<file path="src/rtl/pipelined_alu.sv">
// pipelined_alu: two-stage integer ALU with valid/ready flow control.
// S1 captures operands/opcode; S2 registers result and flags. Outputs are
// driven straight from S2 registers.
// Optional feature macro: ALU_SHIFT_BY_B_EN (SHL/SHR shift by b[SHW-1:0]);
// undefined -> SHL/SHR shift by one and b is ignored.
module pipelined_alu #(
  parameter  int WIDTH = 64,
  localparam int SHW   = $clog2(WIDTH)
) (
  input  logic             clk,
  input  logic             rst_n,
  input  logic             in_valid,
  output logic             in_ready,
  input  logic [WIDTH-1:0] a,
  input  logic [WIDTH-1:0] b,
  input  logic [3:0]       opcode,
  output logic             out_valid,
  input  logic             out_ready,
  output logic [WIDTH-1:0] result,
  output logic             carry,
  output logic             overflow,
  output logic             zero
);

  typedef enum logic [3:0] {
    OP_ADD = 4'b0000,
    OP_SUB = 4'b1000,
    OP_SHL = 4'b0001,
    OP_SHR = 4'b0101,
    OP_XOR = 4'b0100,
    OP_OR  = 4'b0110,
    OP_AND = 4'b0111,
    OP_SLT = 4'b0010
  } op_e;

  typedef struct packed {
    logic [WIDTH-1:0] a;
    logic [WIDTH-1:0] b;
    logic [3:0]       op;
  } req_t;

  typedef struct packed {
    logic [WIDTH-1:0] result;
    logic             carry;
    logic             overflow;
    logic             zero;
  } rsp_t;

  // vld_q[1] = S1 holds a beat, vld_q[2] = S2 holds a beat (out_valid)
  logic [2:1] vld_q, vld_d;
  req_t       s1_q, s1_d;
  rsp_t       s2_q, s2_d, alu_rsp;
  logic       s2_ready, s1_load, s2_load;

  // Handshake: S2 frees when empty or popping; S1 frees when empty or moving on
  always_comb begin
    s2_ready = !vld_q[2] | out_ready;
    in_ready = !vld_q[1] | s2_ready;
    s1_load  = in_valid & in_ready;
    s2_load  = vld_q[1] & s2_ready;
  end

  logic             is_sub;
  logic [WIDTH-1:0] b_eff;
  logic [WIDTH:0]   sum;
  logic [SHW-1:0]   shamt;

  // Execute from S1 registers; unknown opcodes yield zero result and flags
  always_comb begin
    is_sub = (s1_q.op == OP_SUB);
    b_eff  = is_sub ? ~s1_q.b : s1_q.b;
    sum    = {1'b0, s1_q.a} + {1'b0, b_eff} + (WIDTH+1)'(is_sub);
`ifdef ALU_SHIFT_BY_B_EN
    shamt  = s1_q.b[SHW-1:0];
`else
    shamt  = SHW'(1);
`endif
    alu_rsp = '0;
    case (s1_q.op)
      OP_ADD, OP_SUB: begin
        alu_rsp.result   = sum[WIDTH-1:0];
        alu_rsp.carry    = sum[WIDTH];
        // carry into MSB is a^b^sum at that bit; overflow when it differs from carry out
        alu_rsp.overflow = (s1_q.a[WIDTH-1] ^ b_eff[WIDTH-1] ^ sum[WIDTH-1]) ^ sum[WIDTH];
      end
      OP_SHL: alu_rsp.result = s1_q.a << shamt;
      OP_SHR: alu_rsp.result = s1_q.a >> shamt;
      OP_XOR: alu_rsp.result = s1_q.a ^ s1_q.b;
      OP_OR:  alu_rsp.result = s1_q.a | s1_q.b;
      OP_AND: alu_rsp.result = s1_q.a & s1_q.b;
      OP_SLT: alu_rsp.result = {{(WIDTH-1){1'b0}}, ($signed(s1_q.a) < $signed(s1_q.b))};
      default: alu_rsp.result = '0;
    endcase
    case (s1_q.op)
      OP_ADD, OP_SUB, OP_SHL, OP_SHR, OP_XOR, OP_OR, OP_AND, OP_SLT:
        alu_rsp.zero = (alu_rsp.result == '0);
      default: alu_rsp.zero = 1'b0;
    endcase
  end

  // Next-state for both stages; data only moves when the valid handshake allows
  always_comb begin
    s1_d  = s1_q;
    s2_d  = s2_q;
    vld_d = vld_q;
    if (s1_load) begin
      s1_d     = '{a: a, b: b, op: opcode};
      vld_d[1] = 1'b1;
    end else if (s2_load) begin
      vld_d[1] = 1'b0;
    end
    if (s2_load) begin
      s2_d     = alu_rsp;
      vld_d[2] = 1'b1;
    end else if (vld_q[2] & out_ready) begin
      vld_d[2] = 1'b0;
    end
  end

  // Pipeline registers; reset discards any in-flight beats
  always_ff @(posedge clk or negedge rst_n) begin
    if (!rst_n) begin
      vld_q <= '0;
      s1_q  <= '0;
      s2_q  <= '0;
    end else begin
      vld_q <= vld_d;
      s1_q  <= s1_d;
      s2_q  <= s2_d;
    end
  end

  assign out_valid = vld_q[2];
  assign result    = s2_q.result;
  assign carry     = s2_q.carry;
  assign overflow  = s2_q.overflow;
  assign zero      = s2_q.zero;

endmodule

</file>
<file path="config.mk">
export PLATFORM = sky130hd
export DESIGN_NAME = pipelined_alu
export DESIGN_NICKNAME = d
export VERILOG_FILES = /design/src/rtl/pipelined_alu.sv
export SDC_FILE = /design/constraint.sdc
export NUM_CORES = 1
export LEC_CHECK = 0
export ABC_AREA = 1
export ABC_CLOCK_PERIOD_IN_PS = 9100
export BUFFER_PORTS_ARGS = -buffer_cell sky130_fd_sc_hd__buf_4
export CAP_MARGIN = 20
export CORE_MARGIN = 2
export CORE_UTILIZATION = 33
export CTS_CLUSTER_SIZE = 25
export DETAILED_ROUTE_END_ITERATION = 7
export PLACE_DENSITY = 0.49
export SYNTH_ARGS = -nofsm -noshare
export SYNTH_HDL_FRONTEND = slang
export SYNTH_SLANG_ARGS = --single-unit
</file>
<file path="constraint.sdc">
create_clock -name clk -period 9.1 [get_ports clk]
set_input_delay 0.91 -clock clk [delete_from_list [all_inputs] [get_ports clk]]
set_output_delay 0.91 -clock clk [all_outputs]
set_load 0.05 [all_outputs]
</file>
[Yosys cells after proc, flatten, opt, wreduce, memory -nomap -nowiden]
Cells that the tools add are included.
W data, S select, Z words.
Word-level totals
  bits of input ports: 136
  register bits after elaboration: 201
  logic and storage cells: 47
  output and inout port bits: 69
Operators by class
  mux-type cells: 8
  magnitude comparators: 1
  eq/ne operators: 7
  add/sub/neg operators: 2
  reductions and logical operators: 8
  bitwise gates (word level): 12
Operator list (number)
  $pmux W64 S7: 1
  $add A64 B64 Y65: 1
  $add A65 B1 Y65: 1
  $and A64 B64 Y64: 1
  $logic_not A64 Y1: 1
  $lt A64 B64 Y1: 1
  $mux W64: 1
  $not A64 Y64: 1
  $or A64 B64 Y64: 1
  $xor A64 B64 Y64: 1
  $eq A4 B3 Y1 const B: 4
  $reduce_or A8 Y1: 1
  $mux W1: 5
  $eq A4 B1 Y1 const B: 1
  $eq A4 B2 Y1 const B: 1
  $eq A4 B4 Y1 const B: 1
  $logic_not A4 Y1: 1
  $reduce_bool A2 Y1: 2
  $and A1 B1 Y1: 3
  $xor A1 B1 Y1: 3
  $logic_not A1 Y1: 2
  $mux W2: 1
  $or A1 B1 Y1: 2
  $reduce_or A2 Y1: 1

[Longest topological paths before layout]
Gate-level depths: netlist of run 1.
  word-level depth: 7
  depth in mapped cells: 28
  depth with buffers taken out: 27

[Worst setup path after synthesis of run 1]
OpenSTA, ideal clock, no wires.
  kind: reg2reg
  start: reg s1_q[3] in the netlist's numbering
  end: reg s2_q, in the netlist zero
  slack: 5913 ps
  arrival time: 3121 ps
  period minus slack after synthesis: 3187 ps
  stages on the path, launching flop included: 23
  path buffers: 1
  cells stage by stage: dfrtp_1 -> inv_2 -> nor2_2 -> nand2_1 -> clkbuf_1 -> xor2_1 -> ha_1 -> nand2_1 -> inv_1 -> nand2_1 -> nand3_1 -> a21oi_1 -> nand3_1 -> or2_2 -> nand3_1 -> nand2_1 -> nor2_1 -> nand3_1 -> nor2_1 -> nand3_1 -> nor2_1 -> nand2_1 -> nand2_1
On the way
  cells in the longest elaborated chain, start to end: 7
  elaborated cells between the ends (all ways): 16
  classes of those cells: add/sub: 2; eq/ne: 7; mux: 3; reduce/logical: 4
Ends and longest elaborated chain
  start, declared: RTL line 51  | req_t s1_q, s1_d;
  start signal, assigned: RTL line 124  | s1_q <= '0;
  start signal, assigned: RTL line 128  | s1_q <= s1_d;
  $eq A4 B4 Y1: RTL line 70, 79, 94
  $mux W64: RTL line 71  | b_eff = is_sub ? ~s1_q.b : s1_q.b;
  $add A64 B64 Y65: RTL line 72  | sum = {1'b0, s1_q.a} + {1'b0, b_eff} + (WIDTH+1)'(is_sub);
  $add A65 B1 Y65: RTL line 72
  $pmux W64 S7: RTL line 79  | case (s1_q.op)
  $logic_not A64 Y1: RTL line 96  | alu_rsp.zero = (alu_rsp.result == '0);
  $mux W1 *: RTL line 94  | case (s1_q.op)
  end signal, assigned: RTL line 125  | s2_q <= '0;
  end signal, assigned: RTL line 129  | s2_q <= s2_d;
  end, declared: RTL line 52  | rsp_t s2_q, s2_d, alu_rsp;
Mark *: on every way between the ends. The rest lies on a longest branch, timed or not.
A chain may end at the register's enable or synchronous reset.

[Worst setup path after layout of run 1]
  start: reg s1_q[2] in the netlist's numbering
  end: reg s2_q, in the netlist zero
The elaborated chain is that of the path after synthesis.

==> flow_summary.json, run 1 <==
{
  "drive_gt1_share_pct": 9.896,
  "fp.coreArea_sq_um": 57810,
  "netSwitchingPower_mw": 2.728,
  "status": "completed",
  "netlist-cell-type-count": 43,
  "crit_path_frequent_cell": "nor2_1",
  "grt_use_total_pct": 25.79,
  "hold_slack_ns": 0.3348,
  "io_buffers": 204,
  "yosys.area_share.simple_pct": 27.74,
  "rows": 88,
  "path_clk_slew_ns": 0.06,
  "design.die.area_sq_um": 60590,
  "mostFrequentLayoutCells": "667 x nand2_1, 435 x inv_1, 395 x nor2_1",
  "hold_buffers": 0,
  "num_antenna_cells": 0,
  "cts_buffer_depth": 3,
  "worstSetupStartpointType": "register",
  "seqPwrFrac_pct": 23.7,
  "h-tree-depth": 1,
  "fin_cells": 3847,
  "combPwrFrac_pct": 55.2,
  "post-route-period-util_pct": 53.97,
  "rsz0062_at_grt": "no",
  "cp_max_fo": 32,
  "cts_buffers": 26,
  "grt_pass1_wl_um": 118600,
  "ys_ff_latch": 201,
  "path_class": "reg -> reg",
  "setup_violations": 0,
  "cts_setup_buffers": 0,
  "cellPowerDensity_nw_per_um2": 237.7,
  "grt_pass1_vias": 18670,
  "r2r-end": "zero",
  "clk_latency_ns": 0.60,
  "cts_tree": "built",
  "period_needed_ns": 4.911,
  "vias": 19470,
  "ys_warn_count": 0,
  "synth.net_count": 3299,
  "finalSetupTns_ns": 0,
  "synth_area_leaders": "dfrtp_1 26%, ha_1 17%, nand2_1 13%",
  "synthToLayoutAreaGrowth_pct": 16.80,
  "cp.arrival_ns": 5.45,
  "hpwlAfterDp_um": 63370,
  "maxCapViolCount": 0,
  "dp_cells": 3799,
  "drtIter0Drc": 1407,
  "rr_worst_depth": 19,
  "slowest_delay_ns": 0.58,
  "async_reset_ff_share_pct": 100.0,
  "vdd_drop_max_mv": 0.1718,
  "cp_cell_sequence": "nor2_2, nand2_4, buf_4, xor2_1, ha_1, a21oi_1, a21boi_0, o21ai_0, a21oi_1, nor2_1, nor2_1, nand3b_1, nand3_1, nand2_1, nor2_1, nand3_1, nor2_1, nand2_1, nand2_1",
  "clkPwrFrac_pct": 21.1,
  "synth_area_sq_um": 19350,
  "yosysSeqAreaShare_pct": 25.99,
  "routed_wl_um": 78700,
  "routedWlPerCell_um": 20.46,
  "route.detailed.drc": 0,
  "place_congestion": 0.9497,
  "power.share.switching_pct": 50.78,
  "synth-compound-area-share_pct": 15.55,
  "cts_resized": 0,
  "synth_xor_area_share_pct": 2.897,
  "final_nets": 3468,
  "yosysTopAreaCellShare_pct": 25.99,
  "tightest_slew_ns": 1.224,
  "crit_family": "simple AND/OR/NAND/NOR gates",
  "avgSynthCellArea_sq_um": 6.689,
  "endpoint_kind": "register",
  "synth-edff-count": 0,
  "ios": 205,
  "path_buf_inv": 1,
  "worst_path_max_delay_cell": "a21oi_1",
  "final_common_cell": "nand2_1",
  "internal_power_mw": 2.645,
  "r2r-start": "s1_q[2]",
  "finalHoldViolCount": 0,
  "dr.pass1.iters": 7,
  "cp.depth": 19,
  "postRouteAntennaNets": 0,
  "ff2ff_setup_slack_ns": 4.19,
  "fp.dieW_um": 246.2,
  "dp_slack_ns": 4.226,
  "p_leak_nw": 11.89,
  "place_area_sq_um": 21670,
  "skew_ns": 0.02474,
  "yosys_most_used_dff": "dfrtp_1",
  "relSlewSlack_pct": 17.77,
  "synth_top_family_by_area": "simple AND/OR/NAND/NOR gates",
  "die_h_um": 246.2,
  "overflow": 0,
  "fin_area_sq_um": 22600,
  "yosysTopAreaCell": "dfrtp_1",
  "hp-class": "in -> async",
  "antenna_found_initial": 3,
  "initial_utilization_pct": 33.48,
  "max_freq_mhz": 203.6,
  "post_drt_via_cell_ratio": 5.062,
  "grt_max_degree": 93,
  "clock-sinks": 201,
  "nFillCells": 6304,
  "clockRootBuffer": "clkbuf_16",
  "maxSlewViolCount": 0,
  "synth_adder_area_share_pct": 17.50,
  "timing.final.ws_setup_ns": 4.189,
  "synth_mux_area_share_pct": 0,
  "syn_inst": 2893,
  "worstPathRequired_ns": 9.64
}
worst max path at each step:
stage                     startpoint  endpoint
after global routing         s1_q[2]      zero
final                        s1_q[2]      zero
after detailed placement     s1_q[2]      zero
after global placement       s1_q[2]      zero
after CTS                    s1_q[2]      zero
after floorplan              s1_q[3]      zero
cells by family (layout without fill, tap and decap cells):
logic type,count (synthesis),after routing
xor gates and xnor gates,64,64
AOI/OAI and AO/OA,528,528
buffers and inverters,523,712
DFF,201,201
adders and majority gates,270,270
and+or+nand+nor,1307,1307
through the flow:
step                utilization (%)  power (mW)
finish                        39.10       5.373
global route                  39.10       5.777
CTS                           39.10       5.404
detailed placement            37.49       4.233
global placement              37.49       4.238
floorplan                         -       3.151
power groups by stage:
stage | Combinational [mW] | Clock (mW) | Sequential, mW
floorplan | 1.58 | 0 | 1.57
global placement | 2.95 | 0 | 1.29
detailed placement | 2.94 | 0 | 1.29
CTS | 2.96 | 1.17 | 1.28
global route | 3.28 | 1.20 | 1.30
finish | 2.97 | 1.13 | 1.28
cells in the mapped netlist, types with 7 or more instances:
cell type  count
dfrtp_1      201
clkbuf_1      49
buf_2         19
nor3_1        18
nand2_1      670
buf_1         10
nand2_2       17
nand4_1       20
a21oi_1      236
nand3b_1      29
o22ai_1       63
o221ai_1      11
a31oi_1       30
xor2_1        63
ha_1         269
a211oi_1      40
o211ai_1       7
o21ai_0      106
inv_1        435
o21bai_1      15
nand3_1      137
nor2_1       395
a21o_1         7
routing by layer:
metal	GRT usage (%)	part of all wire, %	vias up
met5	0	0	-
met4	5.027	1.9	0
met3	2.331	5.1	63
met2	39.52	43	537
met1	39.10	50	9221
li1	-	-	9652
sequential cells by signal, indices dropped and copies added, names as in the netlist:
name	flops
overflow	1
s1_q	132
vld_q	2
zero	1
result	64
carry	1
worst register-to-register path: stages, from the launching register on:
cell	delay (ns)
dfrtp_1	0.50
nor2_2	0.10
nand2_4	0.42
buf_4	0.56
xor2_1	0.19
ha_1	0.38
a21oi_1	0.35
a21boi_0	0.38
o21ai_0	0.23
a21oi_1	0.58
nor2_1	0.12
nor2_1	0.19
nand3b_1	0.10
nand3_1	0.12
nand2_1	0.07
nor2_1	0.20
nand3_1	0.11
nor2_1	0.14
nand2_1	0.06
nand2_1	0.05
layout make-up:
type	count	area [sq um]	area share (%)
Inverter	442	1659	7.341
Multi-Input combinational cell	2169	12350	54.64
Clock inverter	10	136.4	0.6034
Clock buffer	38	795.8	3.521
Timing Repair Buffer	222	1673	7.401
Sequential cell	201	5030	22.25
Tap cell	765	957.2	4.235
No activity file was read; power rests on OpenSTA's default activity.
==> inputs of run 2 (changes only) <==
==> config.mk (replaced) <==
export PLATFORM = sky130hd
export DESIGN_NAME = pipelined_alu
export DESIGN_NICKNAME = d
export VERILOG_FILES = /design/src/rtl/pipelined_alu.sv
export SDC_FILE = /design/constraint.sdc
export NUM_CORES = 1
export LEC_CHECK = 0
export ABC_AREA = 0
export ABC_CLOCK_PERIOD_IN_PS = 4320
export BUFFER_PORTS_ARGS = -buffer_cell sky130_fd_sc_hd__buf_4
export CAP_MARGIN = 20
export CORE_MARGIN = 2
export CORE_UTILIZATION = 33
export CTS_CLUSTER_SIZE = 25
export DETAILED_ROUTE_END_ITERATION = 7
export PLACE_DENSITY = 0.51
export SYNTH_ARGS = -nofsm -noshare
export SYNTH_HDL_FRONTEND = slang
export SYNTH_SLANG_ARGS = --single-unit
==> constraint.sdc (replaced) <==
create_clock -name clk -period 4.32 [get_ports clk]
set_input_delay 0.432 -clock clk [delete_from_list [all_inputs] [get_ports clk]]
set_output_delay 0.432 -clock clk [all_outputs]
set_load 0.05 [all_outputs]
==> run 2 against run 1 <==
Flip-flop and latch count stayed put. Via count shrank 4.8%. Final area grew 17%. Total power rose by 140%. Synthesized cell count is 24% lower. Critical path type unchanged. Hold slack worse by 0.22 ns. Largest cell class unchanged. Register-to-register slack got worse by 4.7 ns. Sequential share of layout area shrank 3.3 points. Clock skew decreased by 0.013 ns. Routed wire length shrank 9.1%. Final cell count shrank 7.9%. The flow now finishes with violations (negative setup slack).
==> flow_summary.json, run 2 <==
{
  "fp.dieW_um": 242.1,
  "num_antenna_cells": 0,
  "ff2ff_setup_slack_ns": -0.51,
  "synth.net_count": 2606,
  "place_congestion": 0.9703,
  "hold-path-endpoint": "s1_q[122]",
  "ys_warn_count": 0,
  "antenna_found_initial": 1,
  "async_reset_ff_share_pct": 100.0,
  "final_nets": 3181,
  "die_h_um": 242.1,
  "path_class": "reg -> reg",
  "holdPathStages": 2,
  "max_freq_mhz": 207.2,
  "netSwitchingPower_mw": 5.926,
  "skew_ns": 0.01158,
  "synth_most_common_cell": "nand2_1",
  "multi_input_area_sq_um": 13910,
  "worstSetupStartpointType": "register",
  "relSlewSlack_pct": 26.00,
  "synthToLayoutAreaGrowth_pct": 41.62,
  "largest_register": "s1_q",
  "cts_buffer_depth": 3,
  "dr.pass1.iters": 7,
  "yosysSeqAreaShare_pct": 26.89,
  "io_buffers": 204,
  "post_drt_via_cell_ratio": 5.231,
  "ios": 205,
  "drive_gt1_share_pct": 37.50,
  "grt_max_degree": 99,
  "ys_ff_latch": 201,
  "design.die.area_sq_um": 58610,
  "cellPowerDensity_nw_per_um2": 495.9,
  "yosys_most_used_dff": "dfrtp_1",
  "mostFrequentLayoutCells": "640 x buf_4, 264 x nand2_1, 252 x ha_1",
  "endpoint_kind": "register",
  "final_common_cell": "buf_4",
  "initial_utilization_pct": 33.31,
  "hp-class": "in -> reg",
  "grt_pass1_wl_um": 109600,
  "cts_buffers": 23,
  "status": "finished with violations",
  "rr_worst_depth": 20,
  "route.detailed.drc": 0,
  "maxSlewViolCount": 0,
  "drtIter0Drc": 1362,
  "routed_wl_um": 71580,
  "yosysTopAreaCell": "dfrtp_1",
  "routedWlPerCell_um": 20.20,
  "nFillCells": 5586,
  "netlist-cell-type-count": 79,
  "yosysTopAreaCellShare_pct": 26.89,
  "overflow": 0,
  "fp.coreArea_sq_um": 56170,
  "largest_reg_flops": 132,
  "vdd_drop_max_mv": 0.2840,
  "cp_max_fo": 7,
  "dp_slack_ns": -1.118,
  "cts_tree": "built",
  "power.share.switching_pct": 45.11,
  "worstPathRequired_ns": 4.79,
  "finalHoldViolCount": 0,
  "worstHoldStart": "a[54]",
  "clock-sinks": 201,
  "clockRootBuffer": "clkbuf_16",
  "r2r-start": "s1_q[0]",
  "h-tree-depth": 1,
  "combPwrFrac_pct": 64.7,
  "synth_area_leaders": "dfrtp_1 27%, ha_1 18%, mux2_2 8.2%",
  "hpwlAfterDp_um": 56660,
  "postRouteAntennaNets": 0,
  "rows": 87,
  "path_clk_slew_ns": 0.06,
  "internal_power_mw": 7.212,
  "syn_inst": 2200,
  "seq_area_sq_um": 5034,
  "avgSynthCellArea_sq_um": 8.504,
  "clk_latency_ns": 0.54,
  "synth_area_sq_um": 18710,
  "violations": "negative setup slack",
  "vias": 18540,
  "p_leak_nw": 12.68,
  "r2r-end": "zero",
  "cp.arrival_ns": 5.30,
  "period_needed_ns": 4.826,
  "synth_common_cells": "277 x nand2_1, 269 x ha_1, 201 x dfrtp_1",
  "power.total_mw": 13.14,
  "rsz0062_at_grt": "yes",
  "clkPwrFrac_pct": 14.6,
  "post-route-period-util_pct": 111.7,
  "seqPwrFrac_pct": 20.7,
  "fin_area_sq_um": 26490,
  "setup_violations": 6,
  "place_area_sq_um": 24010,
  "maxCapViolCount": 0,
  "tightest_slew_ns": 1.108,
  "grt_use_total_pct": 23.67,
  "grt_pass1_vias": 18490,
  "timing.final.ws_setup_ns": -0.5064,
  "synth-edff-count": 0
}
[run 2: cell types whose count changed after synthesis, moves of 87 or more]
cell | previous run | this run
inv_1 | 435 | 175
a21oi_1 | 236 | 149
nor2_1 | 395 | 121
nand2_1 | 670 | 277
nand3_1 | 137 | 23
mux2_2 | 0 | 137
[run 2: stage by stage]
step | TNS [ns] | util [%] | hold slack [ns] | instances
after CTS | -0.8844 | 45.69 | 0.08487 | 3525
final | -0.9405 | 47.17 | 0.1173 | 3543
after global placement | -5.051 | 42.74 | 0.4628 | 3465
after floorplan | 0 | - | 0.1364 | 2200
after global routing | -2.502 | 47.17 | 0.09000 | 3543
after detailed placement | -6.024 | 42.74 | 0.4651 | 3465
[run 2: critical path, stage by stage, from the launching register on]
cell and delay (ns):
dfrtp_4 0.47, or4b_4 0.59, buf_16 0.20, xnor2_1 0.13
ha_1 0.30, buf_6 0.13, buf_4 0.12, nand4_1 0.13
nor3_2 0.06, a211oi_2 0.33, buf_4 0.19, a21oi_2 0.06
or3_4 0.37, a31oi_4 0.20, nand4_1 0.24, nor4_4 0.34
buf_4 0.18, nand4_1 0.19, nor4_4 0.24, nand4_1 0.15
o21ai_1 0.14
[run 2: kinds of logic after synthesis]
group	Yosys count	synth area share, %
buffers and inverters	294	5.959
muxes	151	9.062
AOI/OAI and AO/OA	586	20.59
adders and majority gates	270	18.10
and+or+nand+nor	595	14.59
xor gates and xnor gates	103	4.822
DFF	201	26.89
[run 2: timing repair]
| item | CTS | global route |
|---|---|---|
| hold endpoints to repair | 64 | 0 |
| gates resized for setup | 161 | 129 |
| setup buffers | 25 | 22 |
| gates cloned | 1 | 0 |
| endpoints found under the setup margin | 24 | 30 |
| hold buffers | 1 | 0 |
| pin swaps | 67 | 71 |
[run 2: layer usage]
| layer | track usage (%) | routed length, um | vias to the layer above |
|---|---|---|---|
| met2 | 38.25 | 32420 | 484 |
| li1 | - | - | 8989 |
| met3 | 3.102 | 3797 | 79 |
| met4 | 6.046 | 1741 | 2 |
| met1 | 33.28 | 33610 | 8981 |
| met5 | 0 | 12 | - |
[run 2: how the worst max path moves through the flow]
stage            start   end  slack [ns]
6_report       s1_q[0]  zero       -0.51
5_1_grt        s1_q[0]  zero       -0.60
4_1_cts        s1_q[0]  zero       -0.40
3_5_place_dp   s1_q[0]  zero       -1.12
3_3_place_gp   s1_q[0]  zero       -1.14
2_1_floorplan  s1_q[1]  zero       0.005
[run 2: cell type report]
cell class	count	area share [%]
Multi-Input combinational cell	1705	52.49
Timing Repair Buffer	669	19.74
Sequential cell	201	19.00
Tap cell	756	3.570
Inverter	175	2.489
Clock buffer	30	2.460
Clock inverter	7	0.2503
[run 2: power groups by stage]
stage,logic (mW),clock network (mW),registers (mW)
after floorplan,3.45,0,3.30
after global placement,7.52,0,2.71
after detailed placement,7.56,0,2.73
after CTS,8.05,1.99,2.71
after global routing,9.16,2.06,2.78
final,8.50,1.92,2.72
